`src/rtl/uart_rx_fifo.sv`:
```
// Receive-side byte FIFO placed after the UART receiver. Bytes are captured on the
// receiver's Data_Valid pulse and leave through a first-word-fall-through valid/ready port.
// A dropped byte raises a sticky Overflow flag. Almost_Full is a watermark for flow control.
module uart_rx_fifo #(
  parameter int unsigned width    = 8,
  parameter int unsigned DEPTH    = 16,
  parameter int unsigned AF_LEVEL = 12
) (
  input  logic                     clk,
  input  logic                     rst_n,
  input  logic [width-1:0]         Wr_Data,
  input  logic                     Wr_Valid,
  output logic [width-1:0]         Rd_Data,
  output logic                     Rd_Valid,
  input  logic                     Rd_Ready,
  output logic [$clog2(DEPTH):0]   Count,
  output logic                     Full,
  output logic                     Almost_Full,
  output logic                     Overflow,
  input  logic                     Ovf_Clr
);

  localparam int unsigned AW = $clog2(DEPTH);
  localparam int unsigned CW = AW + 1;

  logic [width-1:0] mem [DEPTH];
  logic [AW-1:0]    rd_ptr_q, wr_ptr_q;
  logic [CW-1:0]    count_q, count_d;
  logic             overflow_q;
  logic             rd_fire, wr_fire, wr_drop;

  // Handshake decode. A write into a full FIFO still succeeds when a read frees a slot.
  always_comb begin
    rd_fire = Rd_Valid & Rd_Ready;
    wr_fire = Wr_Valid & (~Full | rd_fire);
    wr_drop = Wr_Valid & Full & ~rd_fire;
  end

  // Output decode from registered state. Rd_Data is forced to 0 while empty so reset reads 0.
  always_comb begin
    Rd_Valid    = (count_q != '0);
    Rd_Data     = Rd_Valid ? mem[rd_ptr_q] : '0;
    Count       = count_q;
    Full        = (count_q == CW'(DEPTH));
    Almost_Full = (count_q >= CW'(AF_LEVEL));
    Overflow    = overflow_q;
  end

  // Occupancy next state. A simultaneous read and write leave it unchanged.
  always_comb begin
    count_d = count_q;
    unique case ({wr_fire, rd_fire})
      2'b10:   count_d = count_q + CW'(1);
      2'b01:   count_d = count_q - CW'(1);
      default: count_d = count_q;
    endcase
  end

  // Storage array. Its contents need no reset because Rd_Data is masked while empty.
  always_ff @(posedge clk) begin
    if (wr_fire) begin
      mem[wr_ptr_q] <= Wr_Data;
    end
  end

  // Pointers, count and sticky overflow. When a drop and a clear land together, set wins.
  always_ff @(posedge clk or negedge rst_n) begin
    if (!rst_n) begin
      rd_ptr_q   <= '0;
      wr_ptr_q   <= '0;
      count_q    <= '0;
      overflow_q <= 1'b0;
    end else begin
      if (rd_fire) rd_ptr_q <= rd_ptr_q + AW'(1);
      if (wr_fire) wr_ptr_q <= wr_ptr_q + AW'(1);
      count_q <= count_d;
      if (wr_drop) begin
        overflow_q <= 1'b1;
      end else if (Ovf_Clr) begin
        overflow_q <= 1'b0;
      end
    end
  end

endmodule

```
`config.mk`:
```
export PLATFORM = sky130hd
export DESIGN_NAME = uart_rx_fifo
export DESIGN_NICKNAME = d
export VERILOG_FILES = /design/src/rtl/uart_rx_fifo.sv
export SDC_FILE = /design/constraint.sdc
export NUM_CORES = 1
export LEC_CHECK = 0
export CAP_MARGIN = 10
export CORE_MARGIN = 2
export CORE_UTILIZATION = 57
export DETAILED_ROUTE_END_ITERATION = 6
export DONT_BUFFER_PORTS = 1
export GPL_ROUTABILITY_DRIVEN = 0
export PLACE_DENSITY = 0.75
export SLEW_MARGIN = 20
export SYNTH_ARGS = -nofsm -noshare
export SYNTH_HDL_FRONTEND = slang
export SYNTH_SLANG_ARGS = --single-unit
```
`constraint.sdc`:
```
create_clock -name clk -period 2.5 [get_ports clk]
set_input_delay 0.25 -clock clk [delete_from_list [all_inputs] [get_ports clk]]
set_output_delay 0.25 -clock clk [all_outputs]
set_load 0.05 [all_outputs]
```
==> results of run 1 <==
==> sequential cells by signal (all words and copies together) (netlist names) <==
| signal | flops |
|---|---|
| Overflow | 1 |
| wr_ptr_q | 4 |
| rd_ptr_q | 4 |
| Count | 5 |
| mem | 128 |
==> what timing repair did <==
action,CTS,global route
pin swaps,3,4
hold buffers,14,0
gates cloned,3,0
setup buffers,5,1
gates resized for setup,52,5
endpoints found under the hold margin,147,0
endpoints found under the setup margin,9,9
==> stage by stage <==
stage | hold slack [ns] | cells | setup TNS (ns) | instance area [µm²] | util [%]
after floorplan | -0.04559 | 317 | -0.08799 | 5896 | -
after global placement | -0.04514 | 447 | 0 | 6107 | 61.91
after detailed placement | -0.04507 | 447 | 0 | 6122 | 62.06
after CTS | 0.02855 | 501 | -0.1261 | 7268 | 73.68
after global routing | 0.05789 | 503 | -0.5755 | 7303 | 74.04
final | 0.05203 | 503 | -0.05199 | 7303 | 74.04
==> routing by layer <==
layer | wire, µm | up-vias | global-route usage (%) | part of all wire (%)
met5 | 0 | - | 0 | 0
met4 | 278 | 0 | 9.524 | 2.3
met3 | 1028 | 33 | 6.988 | 8.6
met2 | 5888 | 180 | 37.00 | 49
met1 | 4758 | 1601 | 30.79 | 40
li1 | - | 1353 | - | -
==> cells in the final DEF (no fill, tap or decap), types with 5 or more instances in the layout <==
cell type / instances
nor2_1: 13
mux2i_4: 5
nand2_1: 14
mux2_4: 8
xnor2_1: 6
ha_1: 5
bufinv_16: 6
mux4_2: 32
buf_4: 18
o21ai_2: 5
edfxtp_1: 128
dfrtp_1: 11
clkbuf_16: 16
dlygate4sd3_1: 14
inv_1: 6
mux2i_1: 8
a21oi_4: 8
nor3_1: 5
==> worst max-delay path, delay by kind of cell (launching register included) <==
family / cells / cell delay [ns]
multiplexers: 2 / 0.80
buffers and inverters: 2 / 0.28
AO/OA/AOI/OAI: 2 / 0.29
flip-flops: 1 / 0.37
==> power breakdown <==
group          internal, mW  total (mW)  switching (mW)
clock network          1.83        2.79           0.966
registers              2.91        3.19           0.271
logic                  1.69        3.87            2.18
total                  6.43        9.85            3.41
==> cells by family after synthesis <==
logic type | after synthesis | share of synthesized area (%)
AOI/OAI and AO/OA | 30 | 2.992
and+or+nand+nor | 49 | 4.125
DFF | 142 | 71.64
xor gates and xnor gates | 7 | 1.047
buffers and inverters | 27 | 2.308
muxes | 56 | 16.61
adders and majority gates | 6 | 1.282
==> final cells by class <==
| type | instances | area share, % |
|---|---|---|
| antenna | 1 | 0.03426 |
| clock buffer | 18 | 5.722 |
| clock inverter | 14 | 3.289 |
| inverter | 7 | 0.3940 |
| multi-input combinational | 148 | 24.58 |
| sequential | 142 | 57.48 |
| tap | 133 | 2.279 |
| timing repair buffer | 40 | 6.219 |
==> path summary, 6_finish.rpt <==
check,startpoint,to
min in group asynchronous,rst_n,Count[0]
worst min register to register,wr_ptr_q[1],wr_ptr_q[3]
worst max-delay path,rd_ptr_q[0],Rd_Data[7]
worst max register to register,Count[3],Count[4]
worst min-delay path,Wr_Valid,Count[2]
max in group asynchronous,rst_n,rd_ptr_q[2]
==> key figures, run 1 <==
Timing
  – Slew at the pin closest to its max-slew limit: 1.020 ns
  – Fin Clk Skew: 0.006601 ns
  – Fmax: ~400 MHz
  – Tcrit/Tclk final: 100.8%
  – Min Tclk post-route: 2.521 ns
  – Setup violations, final: 3
  – RSZ-0062 raised after global routing: yes
  – Slew headroom: 31.75%
  – Slack of the critical path: -0.02054 ns
  – Slew Viols, Final: 0
  – Hold Vio Cnt, Final: 0

Clock network
  – H-tree Lvls: 4
  – Root Buffer Master: clkbuf_8
  – Worst-path clk slew: 0.06 ns
  – CTS Sinks: 142
  – Clock Latency Late Sink: 0.52 ns
  – CTS tree: yes
  – Num CTS Buffers: 17
  – Clk buf depth: 2

Logic synthesis
  – Count leader, synth: edfxtp_1
  – Syn avg cell area: 18.47 µm²
  – Top cells by area in the synthesized netlist: edfxtp_1 66%, mux4_2 12%, dfrtp_1 6.0%
  – Number of library cell types mapped by synthesis: 38
  – Share of the synthesized area in the top cell type: ~66%
  – #FFs+latches synth: 142
  – Sequential area share after synthesis: 71.64%
  – Mapped cell area: 5854 µm²
  – Share of synthesized registers carrying an async set or reset: under 10%
  – Synthesis warning total: 0
  – Mapped Cells: 317
  – Most instantiated cells after synthesis: 128 x edfxtp_1, 32 x mux4_2, 15 x mux2i_1, 15 x nor2_1
  – EDFF count, synth: 128
  – Top cell type by total area after synthesis: edfxtp_1
  – Syn_nets: 336
  – Most common flop cell mapped by yosys: edfxtp_1

Critical path
  – WP data required: 2.25 ns
  – Crit path DAT: 2.27 ns
  – CP Cell Sequence: buf_12 > buf_12 > mux4_2 > mux2_4 > o21ai_4 > a21oi_4
  – Flop2flop setup slack: 0.12 ns
  – Worst r2r path cells: 9
  – Setup CP Type: flop to output pin
  – CP max FO: 6
  – Nature of the critical path endpoint: output pin
  – Setup crit start kind: flop
  – Worst-path cell with the longest stage delay: mux4_2
  – Crit path top cell by count: buf_12
  – CP peak stage delay: 0.51 ns

Route
  – Vias: 3167
  – Routed Wire Length: 11.95 mm
  – Wire length per cell: 23.76 µm
  – Via/cell ratio: 6.296
  – DRC viols: 0
  – Drt first pass iters: 5
  – Antenna-violating nets left: 0
  – Starting DRT DRC Count: 360

GRT
  – Initial antenna violation count: 1
  – Number of global-route vias before repair: 3274
  – Aggregate global routing overflow: 0
  – First-pass GRT wire length: about 19 mm
  – Largest net degree at the start of global routing: 28
  – Gr usage total: 23.43%

Layout
  – Layout overhead on the synthesized area: 24.75%
  – Footprint of the multi-input gates: 1795 µm²
  – Register area: 4198 µm²
  – Share of cells above drive strength 1: 36.04%
  – Fill cells: approximately 540
  – Nets: about 380

Die
  – Die width: between 100 and 150 µm
  – Initial Util: between 50% and 60%
  – Die height: 105.3 µm
  – Die ar.: ~11000 µm²
  – Core area: a little under 10000 µm²
  – Std cell rows: 36
  – Ports: 30

Pwr
  – Worst VDD drop: 1029 µV
  – Cell area power density: 1348 nW/µm²
  – Leak: 2.507 nW
  – Total power: 9.846 mW

Placement
  – Pre-CTS setup slack: 0.2051 ns
  – Detailed placement HPWL: between 6 and 7 mm
  – Port buffer count: 0

Flow run
  – Reported max-cap violation count: 0

Hold path
  – Hold Crit Class: primary input to flop
  – Hold path depth: 3

Status
  – Outcome: finished with violations
  – Violated checks: setup timing
No activity file was read; power rests on OpenSTA's default activity.
==> run 2: changes to the inputs <==
--- a/config.mk
+++ b/config.mk
@@ -5,13 +5,14 @@
 export SDC_FILE = /design/constraint.sdc
 export NUM_CORES = 1
 export LEC_CHECK = 0
-export CAP_MARGIN = 10
+export ABC_AREA = 1
+export CAP_MARGIN = 20
 export CORE_MARGIN = 2
 export CORE_UTILIZATION = 57
 export DETAILED_ROUTE_END_ITERATION = 6
 export DONT_BUFFER_PORTS = 1
 export GPL_ROUTABILITY_DRIVEN = 0
-export PLACE_DENSITY = 0.75
+export PLACE_DENSITY = 0.85
 export SLEW_MARGIN = 20
 export SYNTH_ARGS = -nofsm -noshare
 export SYNTH_HDL_FRONTEND = slang
==> run 2 against run 1 <==
Compared with the run above:
- the run still ends with setup timing left
- design area rose by 3.7%
- clock skew rose by 0.0069 ns
- routed wire length rose by 59%
- power rose by 11%
- clock-buffer cell count is 1 higher
- critical path depth is 2 higher
- sequential power shrank 2%
- core utilization hardly changed
- highest routed layer unchanged
==> key figures, run 2 <==
GRT
  – Number of global-route vias before repair: 4249
  – First-pass GRT wire length: 24.16 mm
  – Largest net degree at the start of global routing: 35
  – Aggregate global routing overflow: 0
  – Gr usage total: roughly 30%
  – Initial antenna violation count: 0

Logic synthesis
  – Post-synthesis simple-gate area fraction: about an eighth
  – Synth Area in Adders: ~1.3%
  – Compound-cell area share of the yosys netlist: 11.58%
  – Top cells by area in the synthesized netlist: edfxtp_1 65%, dfrtp_1 5.9%, o21ai_0 5.6%
  – Mux cell area share after synthesis: 0%
  – Main combinational cell family by area after synthesis: simple AND/OR/NAND/NOR gates
  – Synthesis warning total: 0
  – EDFF count, synth: about 130
  – Count leader, synth: edfxtp_1
  – Share of synthesized registers carrying an async set or reset: 9.859%
  – Sequential area share after synthesis: 70.60%
  – Syn avg cell area: 12.56 µm²
  – Most instantiated cells after synthesis: 128 x edfxtp_1, 83 x nor2_1, 67 x o21ai_0
  – Most common flop cell mapped by yosys: edfxtp_1
  – Mapped cell area: a little under 6000 µm²
  – Share of the synthesized area in the top cell type: about two thirds
  – Synth Area in XOR/XNOR: roughly 1.2%
  – Syn_nets: between 400 and 500
  – #FFs+latches synth: 142
  – Mapped Cells: 473
  – Top cell type by total area after synthesis: edfxtp_1
  – Number of library cell types mapped by synthesis: 29

Clock network
  – CTS tree: yes
  – Root Buffer Master: clkbuf_8
  – Clk buf depth: 2
  – CTS Sinks: ~140
  – Num CTS Buffers: 17
  – H-tree Lvls: 4
  – Clock Latency Late Sink: 0.54 ns
  – Worst-path clk slew: 0.06 ns

Timing
  – Fmax: 374.1 MHz
  – Setup violations, final: 7
  – Tcrit/Tclk final: 106.9%
  – RSZ-0062 raised after global routing: yes
  – Min Tclk post-route: 2.673 ns
  – Slew at the pin closest to its max-slew limit: ~0.97 ns
  – Hold slack: ~0.086 ns
  – Hold Vio Cnt, Final: 0
  – Setup TNS: -0.6195 ns
  – Slew Viols, Final: 0
  – Slew headroom: 34.80%
  – Fin Clk Skew: 0.01349 ns
  – Slack of the critical path: -0.1729 ns

Critical path
  – CP Buf/Inv Count: 4
  – Nature of the critical path endpoint: output pin
  – Setup crit start kind: flop
  – WP data required: 2.25 ns
  – Worst-path cell with the longest stage delay: dfrtp_2
  – Crit path DAT: 2.42 ns
  – Cell family with most CP delay: buffers and inverters
  – CP peak stage delay: 0.45 ns
  – CP max FO: 16
  – CP Cell Sequence: buf_6 > buf_12 > clkbuf_16 > nor2_1 > o221ai_2 > nand3_1 > a21oi_1 > buf_4
  – Setup CP Type: flop to output pin

Route
  – DRC viols: 0
  – Antenna-violating nets left: 0
  – Routed Wire Length: roughly 19 mm
  – Vias: 4730
  – Starting DRT DRC Count: 894
  – Via/cell ratio: 6.905
  – Drt first pass iters: 6
  – Wire length per cell: about 28 µm

Placement
  – Detailed placement HPWL: 8.649 mm
  – Pre-CTS setup slack: 0.3357 ns
  – Placed instance area: 6260 µm²
  – Port buffer count: 0

Layout
  – N_diodes: 0
  – Commonest non-fill, non-tap cell in the layout: edfxtp_1
  – Share of cells above drive strength 1: 24.41%
  – Cell area after layout: 7571 µm²
  – Reg with most FFs: mem
  – Fill cells: 556
  – Layout overhead on the synthesized area: 27.44%
  – Max reg flops: 128
  – Most frequent cells in the layout: 128 x edfxtp_1, 79 x nor2_1, 44 x o21ai_0, 36 x nand2_1, 28 x buf_4
  – Nets: 555

Hold path
  – Hold Crit Class: primary input to flop

Pwr
  – Worst VDD drop: roughly 1200 µV
  – Cell area power density: approximately 1400 nW/µm²
  – Total power: 10.91 mW
  – Leak: 2.704 nW

Die
  – Ports: 30
  – Std cell rows: 37
  – Die width: 106.1 µm
  – Die height: 106.1 µm
  – Core area: roughly 10000 µm²
  – Initial Util: 58.07%
  – Die ar.: 11260 µm²

Status
  – Violated checks: setup timing
  – Outcome: finished with violations

Flow run
  – Reported max-cap violation count: 0
[run 2: timing repair]
action | in CTS | in global routing
hold endpoints to repair | 146 | 0
endpoints found under the setup margin | 8 | 8
pin swaps | 7 | 28
resized for setup | 17 | 68
buffers inserted | 2 | 12
hold buffers | 13 | 0
cloned | 1 | 7
[run 2: through the flow]
step,std cells,utilization [%]
2_1_floorplan,473,-
3_3_place_gp,618,61.18
3_5_place_dp,618,61.18
4_1_cts,666,69.26
5_1_grt,685,74.00
6_report,685,74.00
[run 2: power by group]
group          switching [mW]  leakage (nW)  internal [mW]  total (mW)
clock                    1.01         0.280           1.55        2.56
combinational            3.37          1.10           1.85        5.22
sequential              0.221          1.32           2.92        3.14
total                    4.60          2.70           6.32        10.9
[run 2: layer usage]
metal	share of wire, %	up-vias	wire [µm]	GRT usage (%)
met5	0	-	0	0
met4	7.4	0	1409	16.35
met3	14	123	2678	7.235
met2	47	534	9005	47.65
met1	31	2205	5947	37.51
li1	-	1868	-	-
[run 2: cell type report]
class | instances | area, µm² | share of cell area, %
sequential | 142 | 4198 | 55.45
clock buffer | 19 | 431.7 | 5.702
timing repair buffer | 68 | 835.8 | 11.04
inverter | 24 | 116.4 | 1.537
multi-input combinational | 283 | 1654 | 21.85
clock inverter | 13 | 165.2 | 2.181
tap | 136 | 170.2 | 2.248
[run 2: worst paths after layout]
kind | startpoint | to | slack [ns] | depth (start not counted)
max in group asynchronous | rst_n | rd_ptr_q[0] | 1.68 | 1
min in group asynchronous | rst_n | rd_ptr_q[3] | 0.25 | 1
min | Rd_Ready | Count[3] | 0.09 | 4
max | rd_ptr_q[0] | Rd_Data[6] | -0.17 | 8
max reg2reg | Count[4] | mem[5][0] | 0.16 | 8
min reg2reg | wr_ptr_q[3] | wr_ptr_q[3] | 0.63 | 2
[run 2: cell families (layout without fill, tap and decap cells)]
logic type	after synthesis	count (layout)
compound gates	113	113
xor+xnor	8	8
fa+ha+maj	6	6
buf+inv	48	124
flops	142	142
simple gates	156	156
[run 2: worst reg2reg max path, stage by stage, from the launching register on]
cell and delay (ns):
dfrtp_1 0.36, inv_1 0.11, nand3_4 0.27, nand2_4 0.11
nand2_2 0.10, nand2_4 0.06, inv_4 0.09, nand2_1 0.11
nor2_1 0.76
